### src/rtl/cis_capture.sv
// CMOS image sensor capture front end: sync edge detection, skip-then-capture FSM, Bayer-aligned crop.
// Optional frame-size status logic is enabled by defining CIS_CAPTURE_STAT_EN.
module cis_capture #(
   parameter int unsigned SKIP_FRAMES = 4,
   parameter int unsigned IMG_W       = 1280,
   parameter int unsigned IMG_H       = 720
) (
   input  logic        clock,
   input  logic        reset_n,
   input  logic        capture_en,
   input  logic        cis_vs,
   input  logic        cis_href,
   input  logic [7:0]  cis_data,
   input  logic [11:0] crop_x,
   input  logic [11:0] crop_y,
   input  logic [11:0] crop_w,
   input  logic [11:0] crop_h,
   output logic        vs_o,
   output logic        de_o,
   output logic [7:0]  data_o,
   output logic [15:0] frame_cnt_o,
   output logic [11:0] line_width_o,
   output logic [11:0] frame_height_o,
   output logic        size_err_o
);

   if (SKIP_FRAMES < 1 || SKIP_FRAMES > 15 || IMG_W > 4095 || IMG_H > 4095) begin : g_param_chk
      $error("cis_capture: parameter out of range");
   end

   typedef enum logic [1:0] {IDLE, SKIP, ACTIVE} state_t;

   state_t      state_q, state_d;
   logic [3:0]  skip_cnt_q, skip_cnt_d;
   logic        vs1_q, vs1_d, href1_q, href1_d, vs2_q, vs2_d, href2_q, href2_d;
   logic [7:0]  data1_q, data1_d;
   logic [11:0] pix_x_q, pix_x_d, line_y_q, line_y_d;
   logic [11:0] x0_q, x0_d, w_q, w_d, y0_q, y0_d, h_q, h_d;
   logic [15:0] frame_cnt_q, frame_cnt_d;
   logic        vs_o_q, vs_o_d, de_o_q, de_o_d;
   logic [7:0]  data_o_q, data_o_d;

   logic        frame_start, line_end, active, in_win;
   logic [11:0] line_y_inc;
   logic [12:0] x_end, y_end;

   assign frame_start = vs1_q & ~vs2_q;
   assign line_end    = ~href1_q & href2_q;
   // Line end is applied before a coincident frame start clears line_y.
   assign line_y_inc  = (line_end && line_y_q != '1) ? line_y_q + 12'd1 : line_y_q;
   assign x_end       = {1'b0, x0_q} + {1'b0, w_q};
   assign y_end       = {1'b0, y0_q} + {1'b0, h_q};
   assign in_win      = (pix_x_q >= x0_q) && ({1'b0, pix_x_q} < x_end) &&
                        (line_y_q >= y0_q) && ({1'b0, line_y_q} < y_end);

   always_comb begin
      state_d     = state_q;
      skip_cnt_d  = skip_cnt_q;
      x0_d        = x0_q;
      w_d         = w_q;
      y0_d        = y0_q;
      h_d         = h_q;
      vs1_d       = cis_vs;
      href1_d     = cis_href;
      data1_d     = cis_data;
      vs2_d       = vs1_q;
      href2_d     = href1_q;
      pix_x_d     = pix_x_q;
      if (line_end) begin
         pix_x_d = '0;
      end else if (href1_q && pix_x_q != '1) begin
         pix_x_d = pix_x_q + 12'd1;
      end
      line_y_d = frame_start ? '0 : line_y_inc;
      if (frame_start) begin
         x0_d = {crop_x[11:1], 1'b0};
         w_d  = {crop_w[11:1], 1'b0};
         y0_d = {crop_y[11:1], 1'b0};
         h_d  = {crop_h[11:1], 1'b0};
      end
      unique case (state_q)
         IDLE: begin
            if (frame_start && capture_en) begin
               state_d    = SKIP;
               skip_cnt_d = '0;
            end
         end
         SKIP: begin
            if (frame_start) begin
               if (skip_cnt_q == 4'(SKIP_FRAMES)) state_d = ACTIVE;
               else skip_cnt_d = skip_cnt_q + 4'd1;
            end
         end
         ACTIVE: begin
            if (frame_start && !capture_en) state_d = IDLE;
         end
         default: state_d = IDLE;
      endcase
      // Outputs follow the next state so the frame that enters ACTIVE is delivered whole.
      active      = (state_d == ACTIVE);
      frame_cnt_d = (frame_start && active) ? frame_cnt_q + 16'd1 : frame_cnt_q;
      vs_o_d      = active & vs1_q;
      de_o_d      = active & href1_q & in_win;
      data_o_d    = de_o_d ? data1_q : '0;
   end

   always_ff @(posedge clock or negedge reset_n) begin
      if (!reset_n) begin
         state_q     <= IDLE;
         skip_cnt_q  <= '0;
         vs1_q       <= 1'b0;
         href1_q     <= 1'b0;
         data1_q     <= '0;
         vs2_q       <= 1'b0;
         href2_q     <= 1'b0;
         pix_x_q     <= '0;
         line_y_q    <= '0;
         x0_q        <= '0;
         w_q         <= '0;
         y0_q        <= '0;
         h_q         <= '0;
         frame_cnt_q <= '0;
         vs_o_q      <= 1'b0;
         de_o_q      <= 1'b0;
         data_o_q    <= '0;
      end else begin
         state_q     <= state_d;
         skip_cnt_q  <= skip_cnt_d;
         vs1_q       <= vs1_d;
         href1_q     <= href1_d;
         data1_q     <= data1_d;
         vs2_q       <= vs2_d;
         href2_q     <= href2_d;
         pix_x_q     <= pix_x_d;
         line_y_q    <= line_y_d;
         x0_q        <= x0_d;
         w_q         <= w_d;
         y0_q        <= y0_d;
         h_q         <= h_d;
         frame_cnt_q <= frame_cnt_d;
         vs_o_q      <= vs_o_d;
         de_o_q      <= de_o_d;
         data_o_q    <= data_o_d;
      end
   end

   assign vs_o        = vs_o_q;
   assign de_o        = de_o_q;
   assign data_o      = data_o_q;
   assign frame_cnt_o = frame_cnt_q;

`ifdef CIS_CAPTURE_STAT_EN
   logic [11:0] line_width_q, line_width_d, frame_height_q, frame_height_d;
   logic        size_err_q, size_err_d;

   always_comb begin
      line_width_d   = line_end ? pix_x_q : line_width_q;
      frame_height_d = frame_start ? line_y_inc : frame_height_q;
      size_err_d     = size_err_q;
      if (state_q == ACTIVE) begin
         if (line_end && pix_x_q != 12'(IMG_W)) size_err_d = 1'b1;
         if (frame_start && line_y_inc != 12'(IMG_H)) size_err_d = 1'b1;
      end
   end

   always_ff @(posedge clock or negedge reset_n) begin
      if (!reset_n) begin
         line_width_q   <= '0;
         frame_height_q <= '0;
         size_err_q     <= 1'b0;
      end else begin
         line_width_q   <= line_width_d;
         frame_height_q <= frame_height_d;
         size_err_q     <= size_err_d;
      end
   end

   assign line_width_o   = line_width_q;
   assign frame_height_o = frame_height_q;
   assign size_err_o     = size_err_q;
`else
   assign line_width_o   = '0;
   assign frame_height_o = '0;
   assign size_err_o     = 1'b0;
`endif

endmodule

### config.mk
export PLATFORM = sky130hd
export DESIGN_NAME = cis_capture
export DESIGN_NICKNAME = d
export VERILOG_FILES = /design/src/rtl/cis_capture.sv
export SDC_FILE = /design/constraint.sdc
export NUM_CORES = 1
export LEC_CHECK = 0
export BUFFER_PORTS_ARGS = -buffer_cell sky130_fd_sc_hd__buf_4
export CAP_MARGIN = 20
export CORE_AREA = 4 4 118 120
export DETAILED_ROUTE_END_ITERATION = 6
export DIE_AREA = 0 0 122 124
export PLACE_DENSITY = 0.77
export SLEW_MARGIN = 20
export SYNTH_ARGS = -nofsm -noshare
export SYNTH_HDL_FRONTEND = slang
export SYNTH_SLANG_ARGS = --single-unit
### constraint.sdc
create_clock -name clock -period 3.2 [get_ports clock]
set_clock_uncertainty 0.15 [all_clocks]
set_input_delay 0.64 -clock clock [delete_from_list [all_inputs] [get_ports clock]]
set_output_delay 0.64 -clock clock [all_outputs]
set_load 0.05 [all_outputs]
# Word-level counts from Yosys, hierarchy flattened
# Cells that the tools add are included.
totals:
  reg_bits: 112
  input_bits: 61
  out_inout_bits: 51
  wordCells: 71
classes:
  add_sub_neg: 6
  order_cmp: 4
  eq_ne: 9
  muxes: 14
  bitwise_logic: 7
  reduce_logical: 14
ops:
  columns: ["cell", "n"]
  rows:
  - ["$mux W12", 4]
  - ["$add A12 B12 Y13", 2]
  - ["$lt A12 B13 Y1", 2]
  - ["$add A12 B1 Y12 const B", 2]
  - ["$ge A12 B12 Y1", 2]
  - ["$ne A12 B12 Y1 const B", 2]
  - ["$add A16 B1 Y16 const B", 1]
  - ["$mux W4", 3]
  - ["$logic_and A1 B1 Y1", 8]
  - ["$mux W2", 4]
  - ["$mux W8", 1]
  - ["$pmux W4 S2", 1]
  - ["$ne A2 B2 Y1 const B", 3]
  - ["$pmux W2 S3", 1]
  - ["$reduce_bool A2 Y1", 3]
  - ["$and A1 B1 Y1", 5]
  - ["$add A4 B1 Y4 const B", 1]
  - ["$eq A2 B2 Y1 const B", 2]
  - ["$eq A4 B3 Y1 const B", 1]
  - ["$reduce_and A4 Y1", 1]
  - ["$eq A2 B1 Y1 const B", 1]
  - ["$logic_not A2 Y1", 1]
  - ["$not A1 Y1", 2]
  - ["$logic_not A1 Y1", 1]

# Depth between registers and ports, before layout
# Gate-level depths: netlist of the first run.
logic_depth:
  ltp_word: 9
  ltp_mapped: 17
  mapped_depth_nobuf: 16

# Worst setup path after synthesis of the first run
# No wires, ideal clock.
synth_timing:
  path_kind: "flip-flop to flip-flop"
  start: "reg x0_q[1]"
  end: "reg data_o_q[0] (netlist: data_o[0])"
  setup_time_ns: 0.089
  arrival_ns: 3.063
  t_required_ns: 2.961
  slack_ns: -0.101
  stages_incl_launch_ff: 15
  cell_sequence: "dfrtp_1 > ha_1 > fa_1 > a21o_1 > a21oi_1 > o211ai_1 > a31o_2 > a21oi_1 > xor2_1 > ha_1 > a21oi_1 > o22ai_1 > a31oi_1 > o211ai_2 > nor3b_1"
synth_between:
  elab_chain_cells: 7
  word_cells_on_any_way: 8
  cone_classes: "add/sub (1); order compare (2); mux (1); bitwise (1); reduce/logical (3)"
synth_rtl:
  columns: ["element", "line", "text"]
  rows:
  - ["start: declaration", "38", "logic [11:0] x0_q, x0_d, w_q, w_d, y0_q, y0_d, h_q, h_d;"]
  - ["start signal: assignment", "118", "x0_q <= '0;"]
  - ["start signal: assignment", "136", "x0_q <= x0_d;"]
  - ["$add A12 B12 Y13", "51", "assign x_end = {1'b0, x0_q} + {1'b0, w_q};"]
  - ["$lt A12 B13 Y1", "53", "assign in_win = (pix_x_q >= x0_q) && ({1'b0, pix_x_q} < x_end) &&"]
  - ["$logic_and A1 B1 Y1 (*) (2 in a row)", "53", null]
  - ["$logic_and A1 B1 Y1 (*)", "54", "(line_y_q >= y0_q) && ({1'b0, line_y_q} < y_end);"]
  - ["$and A1 B1 Y1 (*)", "103", "de_o_d = active & href1_q & in_win;"]
  - ["$mux W8 (*)", "104", "data_o_d = de_o_d ? data1_q : '0;"]
  - ["via data_o_d[0]", "41", "logic [7:0] data_o_q, data_o_d;"]
  - ["end signal: assignment", "143", "data_o_q <= data_o_d;"]
  - ["end: declaration", "41", null]
# Mark *: on every way through the listed nets, which the timed path passes. The rest lies on a longest branch.
# A chain may end at the register's enable or synchronous reset.

# Worst setup path in the final report of the first run
layout_timing:
  start: "reg x0_q[1]"
  end: "reg data_o_q[4] (netlist: data_o[4])"
# Same word-level chain as after synthesis.

==> results of run 1 <==
-- report_power, final --
part / internal, mW / switching [mW]
Combinational: 0.541 / 0.692
Clock: 0.577 / 0.516
Sequential: 1.56 / 0.118
-- cells by family (layout without fill, tap and decap cells) --
| kind of cell | count (synthesis) | after routing | synth area share |
|---|---|---|---|
| AOI/OAI and AO/OA | 118 | 120 | 0.114 |
| xor gates and xnor gates | 48 | 48 | 0.0653 |
| adders and majority gates | 71 | 71 | 0.140 |
| buffers and inverters | 70 | 155 | 0.0569 |
| DFF | 112 | 112 | 0.435 |
| muxes | 26 | 26 | 0.0453 |
| other | 1 | 25 | 0.000582 |
| and+or+nand+nor | 186 | 186 | 0.143 |
-- through the flow --
stage | setup slack (ns) | util | std cells | cell area (sq um)
after global placement | -0.300 | 0.560 | 893 | 7260
after detailed placement | -0.477 | 0.560 | 893 | 7260
after global routing | -0.506 | 0.594 | 919 | 7700
after CTS | -0.301 | 0.590 | 915 | 7660
final | -0.425 | 0.594 | 919 | 7700
after floorplan | 0.0363 | - | 656 | 6540
-- cell type report --
class | instances | area, sq um
Fill cell | 1105 | 5280
Clock buffer | 11 | 253
Timing Repair Buffer | 107 | 803
Inverter | 32 | 120
Sequential cell | 112 | 2800
Tap cell | 176 | 220
Multi-Input combinational cell | 476 | 3470
Clock inverter | 5 | 38.8
-- registers in the layout, summed over array words and instances, names as in the netlist, 4 cells and up --
register and cells:
data1_q 8, skip_cnt_q 4, w_q 11, h_q 11
y0_q 11, data_o 8, x0_q 11, frame_cnt_o 16
pix_x_q 12, line_y_q 12
-- cell usage in the layout, fill, tap and decap left out, types with 3 or more instances in the layout --
cell / n
xor2_1: 28
a21oi_1: 25
mux2_2: 25
o21ai_1: 3
nand2_1: 60
nand3_1: 12
and3_1: 6
o211ai_1: 5
inv_1: 32
and4_1: 5
nand2b_1: 8
a211oi_1: 5
nand4_1: 12
a31oi_1: 4
and2_1: 8
nor2_1: 44
ha_1: 68
conb_1: 25
xnor2_1: 20
nor3_1: 7
clkbuf_16: 9
nor3b_2: 7
dfrtp_1: 112
a21oi_2: 3
a21o_1: 6
nor2b_1: 7
o21ai_0: 42
o31ai_1: 3
buf_4: 107
-- layer usage --
layer  GRT usage  share of wire
met1       0.223           0.41
met2       0.354           0.52
met3      0.0490          0.051
met5           0              0
met4      0.0553          0.018
-- final timing paths --
check,from,to,slack (ns),cells past startpoint
setup / recovery,x0_q[1],data_o[4],-0.42,16
hold / removal,reset_n,line_y_q[3],0.14,1
setup reg to reg,x0_q[1],data_o[4],-0.42,16
hold reg to reg,vs1_q,vs2_q,0.27,0
max in group asynchronous,reset_n,x0_q[2],1.98,2
min in group clock,cis_data[5],data1_q[5],0.24,1
-- critical path: stages, from the launching register on --
cell	delay (ns)
dfrtp_1	0.39
ha_2	0.20
fa_2	0.35
a21o_1	0.18
a21oi_2	0.18
o211ai_1	0.14
a31o_2	0.27
a21oi_2	0.16
xor2_1	0.18
ha_1	0.27
a21oi_1	0.18
o22ai_1	0.12
a31oi_2	0.15
buf_4	0.16
o211ai_1	0.09
buf_4	0.20
nor3b_2	0.18
-- what timing repair did --
| action | 4_1_cts | 5_1_grt |
|---|---|---|
| cloned | 2 | 0 |
| pin swaps | 11 | 11 |
| endpoints found under the setup margin | 9 | 9 |
| resized for setup | 15 | 5 |
| setup buffers | 4 | 4 |
==> impl_metrics.json, run 1 <==
{
  "synth_top_cell_by_area": "dfrtp_1",
  "violations": "setup timing",
  "cap_violations": 0,
  "grt_overflow": 0,
  "setup_tns_ns": -3.01,
  "async_flop_share": 1.00,
  "crit_type": "flip-flop to flip-flop",
  "final_layout_size_suffix_gt1_frac": 0.234,
  "cts-hold-fix-buffers": 0,
  "clkTransAtPathRegs_ns": 0.07,
  "fin_crit_sh": 1.13,
  "holdWs_ns": 0.137,
  "ys_top_cells_by_count": "dfrtp_1, ha_1, nand2_1",
  "synth_top_area_frac": 0.435,
  "cts_max_level": 3,
  "hold_class": "primary input to asynchronous set/reset pin",
  "critical_path_arrival_ns": 3.75,
  "status": "finished with violations",
  "hpwl_um": 10300,
  "cts_made_buffers": 9,
  "critPathLaunchType": "flip-flop",
  "ir_drop_mv": 0.361,
  "end_kind": "flip-flop",
  "port_buffers": 82,
  "cts_tree": "done",
  "vias_per_cell": 5.33,
  "ys_warn_count": 0,
  "ys_seq_area_frac": 0.435,
  "synth.top_cells.by_area": "dfrtp_1, ha_1, mux2_2",
  "ios": 112,
  "setup_viol": 9,
  "synth.most_common_cell": "dfrtp_1",
  "wl_um": 14200,
  "grt_max_degree": 62,
  "max_freq_ghz": 0.276,
  "cp_max_fo": 4,
  "start_util": 0.496,
  "syn_inst": 632,
  "vias": 4901,
  "die_w_um": 122,
  "rsz0062_at_grt": "true",
  "fin_nets": 870,
  "synth.avg_cell_area_sq_um": 10.2,
  "num_rows": 42,
  "drcViolationCount": 0,
  "clock_path_buffers": 2,
  "hold_viol_final": 0,
  "root_buffer": "clkbuf_16",
  "synth_edf_count": 0,
  "tightest_slew_ns": 0.608,
  "grt_pass1_wl_um": 23100,
  "num_antenna_cells": 0,
  "drtIter0Drc": 298,
  "power_leakage_nw": 3.77,
  "slew_viol_final": 0,
  "synth.distinct_cells": 58,
  "netlist_area_sq_mm": 0.00644,
  "wl_per_cell_um": 15.4,
  "period_minus_slack_ns": 3.62,
  "drt_first_pass_iters": 4,
  "gp_congestion": 0.881,
  "postRouteAntennaNets": 0,
  "worstPathRequired_ns": 3.32,
  "finalPower_mw": 4.00,
  "fp.dieH_um": 124,
  "dieArea_sq_mm": 0.0151,
  "groute.usage.overall": 0.193,
  "pwr_density_cell_mw_per_mm2": 520,
  "cts.sinks": 112,
  "core_area_sq_mm": 0.0130,
  "yosys_most_used_dff": "dfrtp_1",
  "clock_latency_ns": 0.36,
  "antenna_found_initial": 0,
  "grt_pass1_vias": 5006,
  "synth-seq-cells": 112,
  "area_delta_synth_final_pct": 19.6,
  "fin_ws_ns": -0.425,
  "relSlewSlack": 0.595
}
No activity file was read; power rests on OpenSTA's default activity.
==> inputs of run 2 (changes only) <==
- CORE_AREA: 4 4 118 120 -> 4 4 114 116
- CTS_BUF_LIST: unset -> sky130_fd_sc_hd__clkbuf_4 sky130_fd_sc_hd__clkbuf_8 sky130_fd_sc_hd__clkbuf_16
- DIE_AREA: 0 0 122 124 -> 0 0 118 120
- PLACE_DENSITY: 0.77 -> 0.79
- clock period: 3.2 -> 4.38 ns (I/O delays scaled with it)
==> impl_metrics.json, run 2 (synthesis gave the netlist of run 1 again) <==
{
  "status": "complete, no violations",
  "hold_start": "vs1_q",
  "post-cts-setup-buffers": 0,
  "die_w_um": 118,
  "start_util": 0.541,
  "drtIter0Drc": 313,
  "critical_path_arrival_ns": 3.92,
  "fill_cells": 992,
  "postRouteAntennaNets": 0,
  "rsz0062_at_grt": "false",
  "drt_first_pass_iters": 4,
  "cts-hold-fix-buffers": 0,
  "cap_violations": 0,
  "area_delta_synth_final_pct": 14.8,
  "hpwl_um": 10300,
  "cts_resized": 0,
  "final_layout_size_suffix_gt1_frac": 0.188,
  "worstPathRequired_ns": 4.49,
  "tightest_slew_ns": 0.842,
  "gp_congestion": 0.883,
  "slew_viol_final": 0,
  "ir_drop_mv": 0.253,
  "wl_per_cell_um": 15.7,
  "num_rows": 40,
  "port_buffers": 82,
  "whs_endpoint": "vs2_q",
  "final_cell_mix": "dfrtp_1, buf_4, ha_1, nand2_1, o21ai_0",
  "grt_pass1_wl_um": 22800,
  "grt_overflow": 0,
  "pwr_density_cell_mw_per_mm2": 384,
  "clock_path_buffers": 2,
  "r2r_slack_ns": 0.57,
  "dieArea_sq_mm": 0.0142,
  "num_antenna_cells": 0,
  "cts.sinks": 112,
  "final_area_sq_mm": 0.00740,
  "r2r-end": "data_o[1]",
  "worstReg2RegStart": "y0_q[1]",
  "setup_viol": 0,
  "clkTransAtPathRegs_ns": 0.07,
  "cp_max_fo": 9,
  "relSlewSlack": 0.437,
  "critPathLaunchType": "flip-flop",
  "fin_nets": 846,
  "layout_commonest_cell": "dfrtp_1",
  "wl_um": 13600,
  "power_leakage_nw": 3.64,
  "cts_max_level": 3,
  "hold_depth": 0,
  "period_minus_slack_ns": 3.81,
  "clock_latency_ns": 0.36,
  "drcViolationCount": 0,
  "groute.usage.overall": 0.198,
  "vias": 4684,
  "utilization": 0.621,
  "fp.dieH_um": 120,
  "cts_tree": "done",
  "r2r_cells": 16,
  "fin_crit_sh": 0.870,
  "cts_made_buffers": 9,
  "core_area_sq_mm": 0.0119,
  "vias_per_cell": 5.41,
  "antenna_found_initial": 0,
  "grt_max_degree": 50,
  "hold_viol_final": 0,
  "root_buffer": "clkbuf_16",
  "crit_type": "flip-flop to flip-flop",
  "max_freq_ghz": 0.262,
  "grt_pass1_vias": 4777,
  "largest_reg_flops": 16,
  "end_kind": "flip-flop",
  "ios": 112,
  "placed_cell_area_sq_mm": 0.00711,
  "hold_class": "flip-flop to flip-flop",
  "setup_tns_ns": 0
}
==> run 2: how the worst max path moves through the flow <==
| stage | start | endpoint | slack (ns) | cells past startpoint |
|---|---|---|---|---|
| final | y0_q[1] | data_o[1] | 0.57 | 16 |
| after global routing | y0_q[1] | data_o[1] | 0.15 | 16 |
| after CTS | y0_q[1] | data_o[1] | 0.57 | 16 |
| after detailed placement | y0_q[1] | data_o[1] | 0.60 | 16 |
| after global placement | y0_q[1] | data_o[6] | 0.75 | 16 |
| after floorplan | x0_q[1] | data_o[0] | 1.08 | 14 |
==> run 2: layout make-up <==
class | instances | area (sq um) | share of cell area
timing repair buffer | 85 | 638 | 0.0863
inverter | 32 | 120 | 0.0162
sequential | 112 | 2800 | 0.379
clock inverter | 4 | 28.8 | 0.00389
multi-input combinational | 474 | 3370 | 0.456
clock buffer | 12 | 254 | 0.0343
tap | 147 | 184 | 0.0249
==> run 2: through the flow <==
stage | instances | total power [mW] | hold WS (ns) | worst slack [ns]
6_report | 866 | 2.84 | 0.298 | 0.569
5_1_grt | 866 | 3.02 | 0.331 | 0.149
4_1_cts | 866 | 2.86 | 0.296 | 0.572
3_5_place_dp | 850 | 2.07 | 0.274 | 0.595
3_3_place_gp | 850 | 2.02 | 0.257 | 0.754
2_1_floorplan | 656 | 1.85 | 0.202 | 1.08
==> run 2: power by group <==
part           internal (mW)  switching [mW]  leakage (nW)
Clock                  0.415           0.366         0.136
Combinational          0.349           0.475          2.07
Sequential              1.14          0.0921          1.43
==> run 2: routing by layer <==
| metal | GRT usage | share of wire |
|---|---|---|
| met3 | 0.0504 | 0.041 |
| met1 | 0.229 | 0.42 |
| met2 | 0.360 | 0.52 |
| met4 | 0.0593 | 0.020 |
| met5 | 0 | 0 |
==> run 2: worst max-delay path, stage by stage (launching register included) <==
cell and delay [ns]:
dfrtp_1 0.38, ha_1 0.19, inv_1 0.06, fa_1 0.40, nor2b_1 0.13, o21ai_0 0.11, a21oi_1 0.31, o21ai_0 0.13
nand2b_1 0.10, xnor2_1 0.13, ha_1 0.27, o21ai_0 0.15, nor2_1 0.06, a2111oi_0 0.41, o21ai_0 0.17, o2111a_1 0.30
nor3b_1 0.26
